### src/rtl/instr_encoder_pkg.sv
// Shared definitions for the instruction encoder: op classes, condition codes and FSM states.
package instr_encoder_pkg;

    localparam logic [1:0] OP_DP  = 2'b00;
    localparam logic [1:0] OP_MEM = 2'b01;
    localparam logic [1:0] OP_BR  = 2'b10;

    localparam logic [3:0] AL = 4'hE;
    localparam logic [3:0] EQ = 4'h0;

    typedef enum logic [1:0] {
        ST_IDLE  = 2'd0,
        ST_LOAD  = 2'd1,
        ST_WRITE = 2'd2,
        ST_DONE  = 2'd3
    } state_t;

endpackage

### src/rtl/instr_encoder_pack.sv
// Combinational packer: decoded instruction fields -> 32-bit ARM word plus a legal flag.
module instr_pack
    import instr_encoder_pkg::*;
(
    input  logic [3:0]  i_cond,
    input  logic [1:0]  i_op,
    input  logic [5:0]  i_funct,
    input  logic [3:0]  i_rn,
    input  logic [3:0]  i_rd,
    input  logic [11:0] i_src2,
    input  logic [23:0] i_imm24,
    output logic [31:0] o_word,
    output logic        o_legal
);

    always_comb begin
        o_word  = '0;
        o_legal = 1'b1;
        case (i_op)
            OP_DP, OP_MEM: o_word = {i_cond, i_op, i_funct, i_rn, i_rd, i_src2};
            // Branch: bit 25 is fixed high, funct[4] carries the link bit.
            OP_BR:         o_word = {i_cond, 2'b10, 1'b1, i_funct[4], i_imm24};
            default:       o_legal = 1'b0;
        endcase
    end

endmodule

### src/rtl/instr_encoder.sv
// Streaming instruction encoder / program loader: packs field beats and writes them to imem.
module instr_encoder
    import instr_encoder_pkg::*;
#(
    parameter int ADDR_W = 6
) (
    input  logic              clk,
    input  logic              reset,
    input  logic              start,
    input  logic              in_valid,
    output logic              in_ready,
    input  logic              in_last,
    input  logic [3:0]        in_cond,
    input  logic [1:0]        in_op,
    input  logic [5:0]        in_funct,
    input  logic [3:0]        in_rn,
    input  logic [3:0]        in_rd,
    input  logic [11:0]       in_src2,
    input  logic [23:0]       in_imm24,
    output logic              imem_we,
    output logic [ADDR_W-1:0] imem_addr,
    output logic [31:0]       imem_wd,
    output logic              busy,
    output logic              done,
    output logic [ADDR_W:0]   word_count,
    output logic              err_illegal,
    output logic              err_overflow
);

    localparam logic [ADDR_W-1:0] PTR_MAX = '1;
    localparam logic [ADDR_W-1:0] PTR_ONE = {{(ADDR_W-1){1'b0}}, 1'b1};
    localparam logic [ADDR_W:0]   CNT_ONE = {{ADDR_W{1'b0}}, 1'b1};

    state_t              r_state;
    state_t              w_next;
    logic [ADDR_W-1:0]   r_ptr;
    logic [ADDR_W:0]     r_count;
    logic [31:0]         r_wd;
    logic                r_last;
    logic                r_err_ill;
    logic                r_err_ovf;
    logic [31:0]         w_word;
    logic                w_legal;
    logic                w_accept;
    logic                w_full;

    instr_pack u_pack (
        .i_cond  (in_cond),
        .i_op    (in_op),
        .i_funct (in_funct),
        .i_rn    (in_rn),
        .i_rd    (in_rd),
        .i_src2  (in_src2),
        .i_imm24 (in_imm24),
        .o_word  (w_word),
        .o_legal (w_legal)
    );

    assign w_accept = (r_state == ST_LOAD) && in_valid;
    assign w_full   = (r_ptr == PTR_MAX);

    always_comb begin
        w_next = r_state;
        case (r_state)
            ST_IDLE, ST_DONE: if (start) w_next = ST_LOAD;
            ST_LOAD: begin
                if (w_accept) begin
                    if (w_legal)      w_next = ST_WRITE;
                    else if (in_last) w_next = ST_DONE;
                end
            end
            ST_WRITE: w_next = (r_last || w_full) ? ST_DONE : ST_LOAD;
            default:  w_next = ST_IDLE;
        endcase
    end

    always_ff @(posedge clk or negedge reset) begin
        if (!reset) begin
            r_state   <= ST_IDLE;
            r_ptr     <= '0;
            r_count   <= '0;
            r_wd      <= '0;
            r_last    <= 1'b0;
            r_err_ill <= 1'b0;
            r_err_ovf <= 1'b0;
        end else begin
            r_state <= w_next;
            case (r_state)
                ST_IDLE, ST_DONE: begin
                    if (start) begin
                        r_ptr     <= '0;
                        r_count   <= '0;
                        r_last    <= 1'b0;
                        r_err_ill <= 1'b0;
                        r_err_ovf <= 1'b0;
                    end
                end
                ST_LOAD: begin
                    if (w_accept) begin
                        if (w_legal) begin
                            r_wd   <= w_word;
                            r_last <= in_last;
                        end else begin
                            r_err_ill <= 1'b1;
                        end
                    end
                end
                ST_WRITE: begin
                    // Every completed write counts; the pointer only advances when more words follow.
                    r_count <= r_count + CNT_ONE;
                    if (!r_last) begin
                        if (w_full) r_err_ovf <= 1'b1;
                        else        r_ptr     <= r_ptr + PTR_ONE;
                    end
                end
                default: ;
            endcase
        end
    end

    assign in_ready     = (r_state == ST_LOAD);
    assign imem_we      = (r_state == ST_WRITE);
    assign busy         = (r_state == ST_LOAD) || (r_state == ST_WRITE);
    assign done         = (r_state == ST_DONE);
    assign imem_addr    = r_ptr;
    assign imem_wd      = r_wd;
    assign word_count   = r_count;
    assign err_illegal  = r_err_ill;
    assign err_overflow = r_err_ovf;

endmodule

### config.mk
export PLATFORM = sky130hd
export DESIGN_NAME = instr_encoder
export DESIGN_NICKNAME = d
export VERILOG_FILES = /design/src/rtl/instr_encoder_pkg.sv /design/src/rtl/instr_encoder_pack.sv /design/src/rtl/instr_encoder.sv
export SDC_FILE = /design/constraint.sdc
export NUM_CORES = 1
export LEC_CHECK = 0
export ABC_AREA = 0
export CAP_MARGIN = 20
export CORE_MARGIN = 5
export CORE_UTILIZATION = 50
export DETAILED_ROUTE_END_ITERATION = 10
export DONT_BUFFER_PORTS = 1
export PLACE_DENSITY = 0.63
export SYNTH_ARGS = -nofsm -noshare
export SYNTH_HDL_FRONTEND = slang
export SYNTH_SLANG_ARGS = --single-unit
### constraint.sdc
create_clock -name clk -period 5.3 [get_ports clk]
set_input_delay 0.53 -clock clk [delete_from_list [all_inputs] [get_ports clk]]
set_output_delay 0.53 -clock clk [all_outputs]
set_load 0.02 [all_outputs]
* Yosys cells after proc, flatten, opt, wreduce, memory -nomap -nowiden *
Cells that the tools add are included.

word-level totals
  flip-flop bits (word level) = 50
  ROM bits = 0
  latch bits = 0
  output and inout bits = 51
  memories kept = 0
  input port bits = 61
  word-level logic and storage cells = 64
  memory bits (writable) = 0

cells by class
  divide/modulo/power cells = 0
  multiply operators = 0
  magnitude comparators = 0
  reductions and logical operators = 17
  bitwise logic cells = 0
  equality and inequality tests = 14
  $add $sub $neg = 2
  multiplexer cells = 24
  shift-type cells = 0

operators with widths
  kind                                                                    count
  32-bit case mux with 2 select lines                                     1
  6-bit 2-to-1 mux                                                        3
  4-bit AND reduction                                                     4
  7-bit case mux with 2 select lines                                      1
  6-bit case mux with 2 select lines                                      1
  2-bit 2-to-1 mux                                                        5
  1-bit 2-to-1 mux                                                        8
  2-bit != test (second input constant)                                   4
  7-bit by 1-bit adder with 7-bit output (second input constant)          1
  7-bit 2-to-1 mux                                                        1
  6-bit by 1-bit adder with 6-bit output (second input constant)          1
  2-bit equality test (second input constant)                             3
  6-bit equality test (second input constant)                             1
  2-bit by 1-bit != test with 1-bit output (second input constant)        3
  1-bit case mux with 2 select lines                                      3
  2-bit case mux with 3 select lines                                      1
  3-bit AND reduction                                                     2
  2-bit by 1-bit equality test with 1-bit output (second input constant)  2
  2-bit zero test                                                         2
  2-bit nonzero test                                                      2
  2-bit OR reduction                                                      2
  3-bit by 1-bit != test with 1-bit output (second input constant)        1
  3-bit OR reduction                                                      1
  1-bit logical OR                                                        2
  2 further kinds                                                         2

* Longest topological paths before layout *
  depth after elaboration = 6
  gate-level depth with buffers = 8
  depth with buffers taken out = 6

* Cells and area by module *
From an unflattened synthesis, not the netlist that was laid out.

second synthesis, totals
  cells, all modules = 223
  area total of the unflattened synthesis = 2606.2 um^2

modules (own cells, without submodules)
  module         cells an instance  area each (um^2)  instances
  instr_encoder  184                2259.7            1
  instr_pack     39                 346.6             1

* Worst setup path before layout *
OpenSTA, ideal clock, no wires.

  path kind = flip-flop to flip-flop
  from = reg r_state[0]
  to = reg r_ptr[5], in the netlist imem_addr[5]
  arrival time = 1.845 ns
  setup time = 0.103 ns
  setup slack = 3.352 ns
  stages on the path, launching flop included = 8
  buffers on the path = 1
  data required time = 5.197 ns
  path through = dfrtp_1 > inv_1 > ha_1 > buf_4 > mux2i_1 > a221o_1 > or2_4 > o41ai_2

between the ends
  longest elaborated chain between the ends = 4
  elaborated cells between the ends (all ways) = 10
  those cells by class = eq/ne (5); mux (1); reduce/logical (4)

RTL lines
  item                                                                  line                  text
  from (decl)                                                           instr_encoder.sv:34   state_t r_state;
  from (signal assigned)                                                instr_encoder.sv:87   r_state <= w_next;
  2-bit equality test or 2-bit zero test (tied branches)                instr_encoder.sv:88   case (r_state)
  2-bit OR reduction                                                    instr_encoder.sv:88
  2-bit != test (no source line) or 2-bit nonzero test (tied branches)  --
  4-bit AND reduction (no source line)                                  --
  to (signal assigned)                                                  instr_encoder.sv:113  else r_ptr <= r_ptr + PTR_ONE;
  to (decl)                                                             instr_encoder.sv:36   logic [ADDR_W-1:0] r_ptr;

Several ways; a longest one is shown, not always the timed one.
A chain may end at the register's enable or synchronous reset.

* Worst setup path in the final report *
  from = reg r_state[0]
  to = reg r_ptr[5], in the netlist imem_addr[5]

between the ends
  elaborated cells between the ends (all ways) = 10
  those cells by class = eq/ne (5); mux (1); reduce/logical (4)

RTL lines
  item                                                                  line                 text
  2-bit equality test (*)                                               --
  net imem_we                                                           instr_encoder.sv:20  output logic imem_we,
  2-bit != test (no source line) or 2-bit nonzero test (tied branches)  --
  4-bit AND reduction (no source line)                                  --

The timed path passes the listed nets; every way through them passes the cells marked *.

==> reports/results.tsv <==
stage	metric	value	unit
status	status	completed	
timing	hold_violations	0	
power	irDropWorstVdd	0.276	mV
worst_setup_path	critPathMaxStageDelay	0.57	ns
global_routing	grt_pass1_vias	1642	
floorplan	num_rows	25	
worst_hold_path	hold_class	primary input to async pin	
worst_setup_path	cp_slowest_cell	ha_1	
clocking	cts_root_buf	clkbuf_8	
timing	slew-limit-headroom	34.4	%
detailed_routing	vias	1754	
finish	layout.nets	321	
placement	dp.cells	314	
detailed_routing	dr.pass1.iters	4	
worst_setup_path	cp.required	5.50	ns
timing	slew_viol_final	0	
logic_synthesis	synthArstFlopShare	100	%
clocking	cts_max_level	2	
clocking	cts_sinks	50	
detailed_routing	drc	0	
finish	syn_to_final_growth	6.18	%
finish	stdcell_count	323	
worst_setup_path	critPathBufInv	1	
floorplan	coreArea	4720	µm²
worst_setup_path	startpoint_type	flop	
worst_setup_path	path_max_fanout	14	
logic_synthesis	syn-num-nets	328	
clocking	worstSkewPairLatency	0.29	ns
logic_synthesis	synth_flop_cell	dfrtp_1	
global_routing	grt_pass1_wl	8120	µm
global_routing	grt_usage	16.3	%
timing	skew	0.00722	ns
worst_setup_path	worstPathCellList	inv_1, ha_1, mux2i_1, a221o_1, or2_4, o41ai_2	
clocking	cts_tree	yes	
detailed_routing	drt_iter0_markers	101	
logic_synthesis	synth_area_per_cell	9.28	µm²
detailed_routing	viasPerCell	5.43	
global_routing	busiest_layer	met2	
clocking	hold_buffers	1	
clocking	post_cts.repair.setup_buffers	0	
floorplan	die_w	79.7	µm
detailed_routing	drt-wirelength-per-cell	16.1	µm
finish	register_area	1250	µm²
timing	min_period	2.69	ns
floorplan	die_area	6360	µm²
timing	fin_hold_ws	0.0688	ns
placement	port_buffers	0	
floorplan	io_pins	112	
timing	rsz0062_at_grt	false	
timing	timing.fmax	372	MHz
global_routing	grtUsageMet3	6.09	%
worst_setup_path	worst_setup_path_end_kind	flop	
finish	multi_input_area	1100	µm²
logic_synthesis	seq_area_frac_synth	51.5	%
timing	timing.setup.tns	0	ns
detailed_routing	ant_nets	0	
floorplan	chipHeight	79.7	µm
clocking	cts_resized	0	
logic_synthesis	syn_area	2430	µm²
clocking	clkTransAtPathRegs	0.09	ns
logic_synthesis	synth-seq-cells	50	
worst_setup_path	arrival	2.89	ns
floorplan	initial_core_util	51.5	%
global_routing	grt-ovfl-total	0	
global_routing	grtUsageMet2	24.7	%
finish	final_layout_size_suffix_gt1_share	7.03	%
clocking	cts_made_buffers	5	
finish	nFillCells	465	
worst_setup_path	crit_type	flop to flop	
global_routing	antenna_found_initial	0	
power	leakage	0.00112	µW
timing	worst_slew_pin_slew	0.956	ns
global_routing	grt_max_degree	57	
placement	hpwl	3740	µm
placement	gp_congestion	0.752	
clocking	clockBufferDepth	2	
logic_synthesis	yosysUniqueCellTypes	34	
worst_setup_path	crit_family	compound AO/OA/AOI/OAI gates	
global_routing	grt.met1_usage	21.9	%
power	power_density	537	nW/µm²
logic_synthesis	netlist_instances	262	
detailed_routing	routed_wl	5200	µm
timing	setup_violations	0	
logic_synthesis	ys_warn_count	0	
timing	finalCritPeriodShare	50.7	%
logic_synthesis	synth-edff-count	0	
flow_run	maxCapViolCount	0	
finish	diodes	0	
## synthesized netlist by cell type, types with 2 or more instances
master    number  share of area [%]
a21oi_1       28                5.8
a31oi_1        2               0.51
and2_1         2               0.51
clkbuf_1      13                2.0
dfrtp_1       50                 51
ha_1           5                2.6
inv_1          6               0.93
mux2_2         6                2.8
mux2i_1        2               0.82
nand2_1       39                6.0
nand2b_1       3               0.77
nand3_1        7                1.4
nor2_1         9                1.4
nor2b_1       25                6.4
nor3_1         5                1.0
o21a_1         2               0.62
o21ai_0       38                7.8
o22a_1         2               0.72
o31ai_1        2               0.62
xnor2_1        2               0.72
## cells in the final DEF, fill, tap and decap left out, drive strengths merged, types with 2 or more instances in the layout
master,count
ha,5
a31oi,2
xnor2,2
o21a,2
o22a,2
o21ai,38
and2,2
nor2b,25
nand2b,3
mux2i,2
nand2,39
clkbuf,7
nor2,9
o31ai,2
inv,6
mux2,6
nand3,7
nor3,5
a21oi,28
dfrtp,50
## flip-flops by register name (all words and copies together), names as in the netlist
name / cells
r_state: 2
r_last: 1
err_overflow: 1
word_count: 7
imem_wd: 32
err_illegal: 1
imem_addr: 6
## cell type report
cell class                 instances  area share, %
clock inverter                     1          0.194
multi-input combinational        191           42.8
clock buffer                       7           3.34
timing repair buffer               1           1.07
sequential                        50           48.5
tap                               67           3.25
inverter                           6          0.873
## per-stage QoR
step	cell area (µm²)	util (%)	setup slack [ns]	total power, µW
2_1_floorplan	2430	-	3.35	1090
3_3_place_gp	2460	52.1	2.73	1160
3_5_place_dp	2460	52.1	2.65	1170
4_1_cts	2580	54.6	2.63	1410
5_1_grt	2580	54.6	2.45	1500
6_report	2580	54.6	2.61	1390
## path summary, 6_finish.rpt
| path | from | end | slack [ns] | cells after the start |
|---|---|---|---|---|
| worst max-delay path | r_state[0] | imem_addr[5] | 2.61 | 6 |
| worst min-delay path | reset | imem_wd[24] | 0.07 | 1 |
| worst max register to register | r_state[0] | imem_addr[5] | 2.61 | 6 |
| worst min register to register | r_state[1] | r_state[1] | 0.56 | 2 |
| max in group asynchronous | reset | err_illegal | 4.98 | 1 |
| min in group clk | in_cond[2] | imem_wd[30] | 0.38 | 1 |
## report_power, final
group | switching (µW) | total (µW) | internal [µW]
logic | 217 | 351 | 134
clock network | 118 | 224 | 106
registers | 285 | 810 | 525
total | 621 | 1390 | 764
## layer usage
metal | vias up | part of all wire (%)
met2 | 70 | 45
met3 | 4 | 9.6
met4 | 0 | 0.77
li1 | 883 | -
met5 | - | 0
met1 | 797 | 45
## worst register-to-register path: stages, from the launching register on
cell and delay (ns):
dfrtp_1 0.41, inv_1 0.08, ha_1 0.57, mux2i_1 0.48, a221o_1 0.49, or2_4 0.30
o41ai_2 0.26
## kinds of logic after synthesis
kind of cell,count (synthesis),share of synthesized area [%]
buffers and inverters,21,3.40
muxes,8,3.60
AOI/OAI and AO/OA,81,19.0
adders and majority gates,5,2.57
DFF,50,51.5
and+or+nand+nor,94,18.8
xor gates and xnor gates,3,1.08
Note: power is estimated with default switching activity, not from simulation.
